<file path="config.mk">
export PLATFORM = sky130hd
export DESIGN_NAME = pipe_adder283
export DESIGN_NICKNAME = d
export VERILOG_FILES = /design/src/rtl/pipe_adder283.sv
export SDC_FILE = /design/constraint.sdc
export NUM_CORES = 1
export LEC_CHECK = 0
export CORE_MARGIN = 10
export CORE_UTILIZATION = 35
export DETAILED_ROUTE_END_ITERATION = 8
export GPL_TIMING_DRIVEN = 0
export MAX_ROUTING_LAYER = met4
export PLACE_DENSITY = 0.57
export SYNTH_ARGS = -nofsm -noshare
export SYNTH_HDL_FRONTEND = slang
export SYNTH_SLANG_ARGS = --single-unit
</file>
<file path="constraint.sdc">
create_clock -name CLK -period 2.1 [get_ports CLK]
set_input_delay 0.315 -clock CLK [delete_from_list [all_inputs] [get_ports CLK]]
set_output_delay 0.315 -clock CLK [all_outputs]
set_load 0.01 [all_outputs]
</file>
<file path="src/rtl/pipe_adder283.sv">
// pipe_adder283: pipelined carry-lookahead adder/subtractor.
// One 4-bit lookahead slice per stage; the carry between slices is registered,
// upper operand bits ride along in skew registers and finished low sum bits
// travel forward with the word. A single global enable stalls every stage.
module pipe_adder283 #(
  parameter int W = 16
) (
  input  logic         CLK,
  input  logic         RST_N,
  input  logic         in_valid,
  output logic         in_ready,
  input  logic [W-1:0] a,
  input  logic [W-1:0] b,
  input  logic         cin,
  input  logic         sub,
  output logic         out_valid,
  input  logic         out_ready,
  output logic [W-1:0] sum,
  output logic         cout,
  output logic         ovf
);

  localparam int N = W / 4;

  // 4-bit carry-lookahead slice: returns {carry_out, sum[3:0]}
  function automatic logic [4:0] cla4(input logic [3:0] x,
                                      input logic [3:0] y,
                                      input logic       c);
    logic [3:0] g;
    logic [3:0] p;
    logic [3:0] hs;
    logic       c1;
    logic       c2;
    logic       c3;
    logic       c4;
    g  = x & y;
    p  = x | y;
    hs = ~g & p;
    c1 = g[0] | (p[0] & c);
    c2 = g[1] | (p[1] & g[0]) | (p[1] & p[0] & c);
    c3 = g[2] | (p[2] & g[1]) | (p[2] & p[1] & g[0]) | (p[2] & p[1] & p[0] & c);
    c4 = g[3] | (p[3] & g[2]) | (p[3] & p[2] & g[1]) | (p[3] & p[2] & p[1] & g[0])
       | (p[3] & p[2] & p[1] & p[0] & c);
    return {c4, hs ^ {c3, c2, c1, c}};
  endfunction

  logic         en;
  logic         accept;
  logic [W-1:0] b_eff;
  logic         c0;

  // The whole pipe moves together unless a finished result is waiting
  assign en       = ~out_valid | out_ready;
  assign in_ready = en;
  assign accept   = in_valid & en;

  // Subtraction is addition of the inverted operand with an inverted carry-in
  assign b_eff = sub ? ~b : b;
  assign c0    = cin ^ sub;

  for (genvar k = 0; k < N; k++) begin : g_stage
    logic           valid_r;
    logic           carry_r;
    logic [4*k+3:0] sum_r;
    logic [4*k+3:0] sum_d;
    logic [3:0]     op_a;
    logic [3:0]     op_b;
    logic           op_c;
    logic           op_v;
    logic [4:0]     res;

    if (k == 0) begin : g_src
      assign op_a  = a[3:0];
      assign op_b  = b_eff[3:0];
      assign op_c  = c0;
      assign op_v  = accept;
      assign sum_d = res[3:0];
    end else begin : g_src
      assign op_a  = g_stage[k-1].g_skew.a_r[3:0];
      assign op_b  = g_stage[k-1].g_skew.b_r[3:0];
      assign op_c  = g_stage[k-1].carry_r;
      assign op_v  = g_stage[k-1].valid_r;
      assign sum_d = {res[3:0], g_stage[k-1].sum_r};
    end

    assign res = cla4(op_a, op_b, op_c);

    // Capture this slice's carry, the grown sum word and the slot's valid bit
    always_ff @(posedge CLK or negedge RST_N) begin
      if (!RST_N) begin
        valid_r <= 1'b0;
        carry_r <= 1'b0;
        sum_r   <= '0;
      end else if (en) begin
        valid_r <= op_v;
        carry_r <= res[4];
        sum_r   <= sum_d;
      end
    end

    if (k < N - 1) begin : g_skew
      logic [W-4*k-5:0] a_r;
      logic [W-4*k-5:0] b_r;
      logic [W-4*k-5:0] a_d;
      logic [W-4*k-5:0] b_d;

      if (k == 0) begin : g_first
        assign a_d = a[W-1:4];
        assign b_d = b_eff[W-1:4];
      end else begin : g_next
        assign a_d = g_stage[k-1].g_skew.a_r[W-4*k-1:4];
        assign b_d = g_stage[k-1].g_skew.b_r[W-4*k-1:4];
      end

      // Delay the not-yet-used upper operand bits until their slice's stage
      always_ff @(posedge CLK or negedge RST_N) begin
        if (!RST_N) begin
          a_r <= '0;
          b_r <= '0;
        end else if (en) begin
          a_r <= a_d;
          b_r <= b_d;
        end
      end
    end

    if (k == N - 1) begin : g_last
      logic ovf_r;
      logic carry_top_in;

      // Carry into the top bit is recovered as sum ^ a ^ b' of that bit
      assign carry_top_in = res[3] ^ op_a[3] ^ op_b[3];

      // Signed overflow: carry into the MSB disagrees with carry out of it
      always_ff @(posedge CLK or negedge RST_N) begin
        if (!RST_N) begin
          ovf_r <= 1'b0;
        end else if (en) begin
          ovf_r <= carry_top_in ^ res[4];
        end
      end
    end
  end

  assign out_valid = g_stage[N-1].valid_r;
  assign sum       = g_stage[N-1].sum_r;
  assign cout      = g_stage[N-1].carry_r;
  assign ovf       = g_stage[N-1].g_last.ovf_r;

endmodule

</file>
==> metrics.cfg, run 1 <==
[status]
run_status = complete, no violations

[setup_path]
crit_fanout = 10
worstPathRequired_ns = 2.36
crit_type = in -> reg
reg2reg_depth = 6
slowest_delay_ns = 0.32
start_kind = input port
rr_startpoint = g_stage[2].g_skew.a_r[3]$_DFFE_PN0N_
cp.depth = 10
startpoint = sub
path_buf_inv = 4
crit_chain = buf_2 > clkbuf_4 > xor2_1 > inv_1 > ha_1 > inv_1 > a21oi_1 > o21ba_2 > o21ai_0 > o311a_1
end_kind = flip-flop
worst_path_dominant_cell_family = buffers and inverters
slowest_stage = clkbuf_4
critPathMostFrequentCell = inv_1
arrival_ns = 2.20

[clocking]
cts_buffers = 9
htreeDepth = 3
clk_pin_slew_ns = 0.07
insertion_delay_ns = 0.34
cts-root-buf = clkbuf_16
clockBufferDepth = 2
clock_sinks = 97
cts_tree = done

[grt]
grt_max_degree = 71
antenna_found_initial = 0
grt_pass1_vias = 3622
grt_pass1_wl_mm = 18.1
grtUsageTotal_pct = 12.8
overflow = 0

[layout]
layout_common_cells = nand2_1 (169), dfrtp_1 (97), clkdlybuf4s50_1 (54)
area_growth_pct = 24.5
finalInstanceArea_um2 = 5800
nets = 643
n_fill_cell = 1328
diodes = 0
mostFrequentLayoutCell = nand2_1
drive_above_1_share_pct = 5.40

[placed_design]
dpl_cell_area_um2 = 5470
io_buffer_count = 56
dpl.hpwl_mm = 8.22
place_congestion = 0.826
pre_cts_ws_ns = -0.984

[synthesis]
syn_area_um2 = 4660
synth_cell_type_count = 34
avgSynthCellArea_um2 = 9.32
synthArstFlopShare_pct = 100
ys_seq_area_share_pct = 52.1
ys_warn_count = 0
syn-instance-count = 500
synth_seq_cells = 97
synthFlopType = dfrtp_1
synth-edff-count = 0
synth_nets = 574

[sta]
slew_viol_final = 0
setup_viol = 0
hold_violations = 0
fin_ws_ns = 0.163
finClkSkew_ns = 0.00562
rsz0062_at_grt = no
relSlewSlack_pct = 52.4
timing.final.crit_share_pct = 92.2
worstMarginPinSlew_ns = 0.714
max_freq_ghz = 0.516
fin_crit_ns = 1.94

[pwr]
cellPowerDensity_nw_per_um2 = 1420
power_leakage_nw = 2.83
vdd_drop_max_uv = 460

[die]
dieHeight_um = 135
start_util_pct = 35.5
die_w_um = 135
die_area_um2 = 18300
placementRows = 42
pin_count = 58
core_um2 = 13100

[route]
vias = 3412
drt-total-wl_mm = 10.9
wl_per_cell_um = 14.5
dr.pass1.iters = 4
drtIter0Drc = 146
ant_nets = 0
routed_via_density = 4.55
drcViolationCount = 0

[job]
max_cap_viol_count = 0

[worst_hold_path]
hold_path.class = in -> async

==> kinds of logic after synthesis <==
| kind of cell | share of synthesized area, % |
|---|---|
| fa+ha+maj | 10.3 |
| simple gates | 17.3 |
| compound gates | 9.10 |
| flops | 52.1 |
| mux | 0.456 |
| xor+xnor | 5.37 |
| buf+inv | 5.37 |
==> synth_stat cells (3+ instances only) <==
cell type | number | share of area (%)
nor3_1 | 4 | 0.43
inv_1 | 43 | 3.5
fa_1 | 4 | 1.7
o21a_1 | 3 | 0.48
nor2_1 | 19 | 1.5
nand2_1 | 169 | 14
xor2_1 | 15 | 2.8
a21oi_1 | 15 | 1.6
o21bai_1 | 3 | 0.48
nand2b_1 | 4 | 0.54
xnor2_1 | 11 | 2.1
o21ba_2 | 3 | 0.64
dfrtp_1 | 97 | 52
o21ai_0 | 35 | 3.8
clkbuf_1 | 20 | 1.6
ha_1 | 32 | 8.6
==> layout make-up <==
cell class | instances | area, µm² | share of cell area, %
buffer | 22 | 97.6 | 1.68
clock buffer | 14 | 274 | 4.72
clock inverter | 2 | 35.0 | 0.604
inverter | 43 | 161 | 2.78
multi-input combinational | 337 | 1980 | 34.2
sequential | 97 | 2430 | 41.8
tap | 176 | 220 | 3.80
timing repair buffer | 59 | 602 | 10.4
==> power by group <==
| group | internal [mW] | switching [mW] | total (mW) | leakage (nW) |
|---|---|---|---|---|
| Clock | 1.02 | 0.673 | 1.69 | 0.153 |
| Combinational | 1.56 | 1.82 | 3.38 | 1.52 |
| Sequential | 2.72 | 0.474 | 3.19 | 1.16 |
| Total | 5.30 | 2.96 | 8.26 | 2.83 |
==> metrics by stage <==
stage	util [%]	std cells	TNS, ns	total power [mW]	hold slack [ns]
detailed placement	41.6	733	-13.28	6.65	0.263
CTS	44.1	750	0	8.38	0.441
finish	44.2	750	0	8.26	0.441
floorplan	-	500	0	5.33	0.0194
global placement	41.4	732	-285.01	6.54	0.448
global route	44.2	750	0	8.98	0.458
==> state kept, by name (all words and copies together), names as in the netlist <==
signal	count
sum	16
ovf	1
g_stage.carry_r	3
g_stage.g_skew.a_r	24
g_stage.valid_r	3
out_valid	1
g_stage.sum_r	24
cout	1
g_stage.g_skew.b_r	24
==> repair_timing <==
action,4_1_cts,5_1_grt
buffers inserted,1,0
hold endpoints to repair,27,0
hold buffers,1,0
pin swaps,0,1
resized for setup,6,1
setup endpoints to repair,1,2
==> path summary, 6_finish.rpt <==
| path | end | slack [ns] |
|---|---|---|
| min in group CLK | g_stage[0].g_skew.b_r[11]$_DFFE_PN0N_ | 0.44 |
| max in group asynchronous | g_stage[1].carry_r$_DFFE_PN0N_ | 1.00 |
| max reg2reg | ovf$_DFFE_PN0N_ | 0.18 |
| min | sum[15]$_DFFE_PN0N_ | 0.44 |
| min reg2reg | sum[5]$_DFFE_PN0N_ | 0.46 |
| max | g_stage[0].carry_r$_DFFE_PN0N_ | 0.16 |
==> routing by layer <==
layer / track usage (%) / vias to the layer above / routed length [µm]
met5: - / - / 0
met4: 4.37 / 0 / 212
met3: 2.56 / 17 / 386
met2: 20.9 / 59 / 5240
met1: 15.6 / 1638 / 5030
li1: - / 1698 / -
(Power assumes the default switching activity.)
==> inputs of run 2 (changes only) <==
CELL_PAD_IN_SITES_DETAIL_PLACEMENT = 0   (was unset)
CELL_PAD_IN_SITES_GLOBAL_PLACEMENT = 1   (was unset)
HOLD_SLACK_MARGIN = 0.12   (was unset)
PLACE_DENSITY = 0.69   (was 0.57)
==> run 2 against run 1 <==
First-iteration DRC count increased by 39%. Register-to-register slack got worse by 0.05 ns. Largest cell class unchanged. Clock skew increased by 0.00055 ns. Critical path depth decreased by 3. Combinational power about the same. Critical endpoint is now ovf$_DFFE_PN0N_.
==> metrics.cfg, run 2 (synthesized netlist as in run 1, its figures left out) <==
[placed_design]
pre_cts_ws_ns = -1.02  ; was -0.984 ns
dpl.hpwl_mm = 8.27  ; was 8.22 mm
place_congestion = 0.806  ; was 0.826
io_buffer_count = 56  ; unchanged
dpl_cell_area_um2 = 5470  ; unchanged
dp_cells = 733  ; unchanged

[route]
ant_nets = 0  ; unchanged
routed_via_density = 4.55  ; about the same
drcViolationCount = 0  ; unchanged
vias = 3400  ; was 3412
drtIter0Drc = 203  ; was 146
dr.pass1.iters = 4  ; unchanged
drt-total-wl_mm = 11.1  ; was 10.9 mm
wl_per_cell_um = 14.8  ; was 14.5 µm

[layout]
largestRegisters = g_stage.g_skew.a_r x24, g_stage.g_skew.b_r x24, g_stage.sum_r x24  ; unchanged
mostFrequentLayoutCell = nand2_1  ; unchanged
drive_above_1_share_pct = 5.25  ; was 5.40%
diodes = 0  ; unchanged
area_growth_pct = 24.7  ; was 24.5%
finish.utilization_pct = 44.2  ; about the same
layoutNonFillerInstCount = 747  ; was 750
finalInstanceArea_um2 = 5810  ; was 5800 µm²
nets = 642  ; was 643
layout_common_cells = nand2_1 (169), dfrtp_1 (97), clkdlybuf4s50_1 (54)  ; unchanged

[pwr]
finalPower_mw = 8.35  ; was 8.26 mW
power_leakage_nw = 2.84  ; was 2.83 nW
cellPowerDensity_nw_per_um2 = 1440  ; was 1420 nW/µm²
vdd_drop_max_uv = 503  ; was 460 µV

[setup_path]
cp.depth = 7  ; was 10
worst_path_dominant_cell_family = compound AO/OA/AOI/OAI gates  ; was buffers and inverters
end_kind = flip-flop  ; unchanged
slowest_stage = xnor3_1  ; was clkbuf_4
arrival_ns = 2.23  ; was 2.20 ns
path_buf_inv = 1  ; was 4
slowest_delay_ns = 0.45  ; was 0.32 ns
start_kind = flip-flop  ; was input port
crit_fanout = 3  ; was 10
reg2reg_setup_slack_ns = 0.13  ; was 0.18 ns
crit_type = reg -> reg  ; was in -> reg
reg2reg_depth = 7  ; was 6
crit_chain = inv_1 > ha_1 > nor2b_4 > o21a_1 > a2111oi_4 > xnor3_1 > a21oi_1  ; was buf_2 > clkbuf_4 > xor2_1 > inv_1 > ha_1 > inv_1 > a21oi_1 > o21ba_2 > o21ai_0 > o311a_1
worstPathRequired_ns = 2.37  ; was 2.36 ns

[clocking]
clock_sinks = 97  ; unchanged
cts-root-buf = clkbuf_16  ; unchanged
clk_pin_slew_ns = 0.06  ; was 0.07 ns
htreeDepth = 3  ; unchanged
insertion_delay_ns = 0.34  ; about the same
cts_tree = done  ; unchanged
clockBufferDepth = 2  ; unchanged
cts_buffers = 9  ; unchanged

[sta]
worstMarginPinSlew_ns = 0.750  ; was 0.714 ns
finClkSkew_ns = 0.00618  ; was 0.00562 ns
hold_violations = 0  ; unchanged
relSlewSlack_pct = 50.0  ; was 52.4%
setup_viol = 0  ; unchanged
fin_crit_ns = 1.97  ; was 1.94 ns
fin_ws_ns = 0.135  ; was 0.163 ns
timing.final.crit_share_pct = 93.6  ; was 92.2%
slew_viol_final = 0  ; unchanged
rsz0062_at_grt = no  ; unchanged
setup_tns_ns = 0  ; unchanged
max_freq_ghz = 0.509  ; was 0.516 GHz
hold_ws_ns = 0.463  ; was 0.441 ns

[die]
die_w_um = 135  ; unchanged
dieHeight_um = 135  ; unchanged
core_um2 = 13100  ; unchanged
pin_count = 58  ; unchanged
die_area_um2 = 18300  ; unchanged
start_util_pct = 35.5  ; unchanged
placementRows = 42  ; unchanged

[grt]
grt_pass1_vias = 3602  ; was 3622
grt_pass1_wl_mm = 18.2  ; was 18.1 mm
grt_max_degree = 52  ; was 71
antenna_found_initial = 0  ; unchanged
grtUsageTotal_pct = 13.0  ; was 12.8%
overflow = 0  ; unchanged

[worst_hold_path]
hold_path.class = reg -> reg  ; was in -> async
timing.hold.worst_path_depth = 2

[status]
run_status = complete, no violations  ; unchanged

[job]
max_cap_viol_count = 0  ; unchanged

run 2: cell types whose count changed in the layout (fill, tap and decap cells not counted), sizes merged:
cell,previous run,this run
bufinv,1,2
clkbuf,34,30
run 2: metal layers:
layer	global-route usage, %	up-vias	wire (µm)
met5	-	-	0
met4	4.31	0	159
met3	2.26	14	331
met2	21.4	46	5470
met1	15.8	1648	5100
li1	-	1692	-
run 2: path summary, 6_finish.rpt:
path | from | end
setup / recovery | g_stage[2].g_skew.a_r[0]$_DFFE_PN0N_ | ovf$_DFFE_PN0N_
hold / removal | sum[8]$_DFFE_PN0N_ | sum[8]$_DFFE_PN0N_
setup reg to reg | g_stage[2].g_skew.a_r[0]$_DFFE_PN0N_ | ovf$_DFFE_PN0N_
hold reg to reg | sum[8]$_DFFE_PN0N_ | sum[8]$_DFFE_PN0N_
max in group asynchronous | RST_N | sum[3]$_DFFE_PN0N_
min in group asynchronous | RST_N | g_stage[0].g_skew.b_r[2]$_DFFE_PN0N_
run 2: layout make-up:
class,count,area [µm²]
tap,176,220
inverter,43,161
clock inverter,3,65.1
buffer,22,106
timing repair buffer,58,594
sequential,97,2430
fill,1326,7330
multi-input combinational,337,1980
clock buffer,11,253
run 2: timing repair:
item | in CTS | in global routing
hold buffers | 1 | 0
gates resized for setup | 7 | 0
buffers inserted | 0 | 0
hold endpoints to repair | 46 | 0
setup endpoints to repair | 12 | 0
run 2: report_power, final:
group / switching (mW) / internal, mW
registers: 0.471 / 2.72
clock network: 0.671 / 1.09
logic: 1.83 / 1.57
run 2: worst register-to-register path, stage by stage, from the launching register on:
cell	delay [ns]
dfrtp_1	0.38
inv_1	0.11
ha_1	0.21
nor2b_4	0.06
o21a_1	0.19
a2111oi_4	0.35
xnor3_1	0.45
a21oi_1	0.15
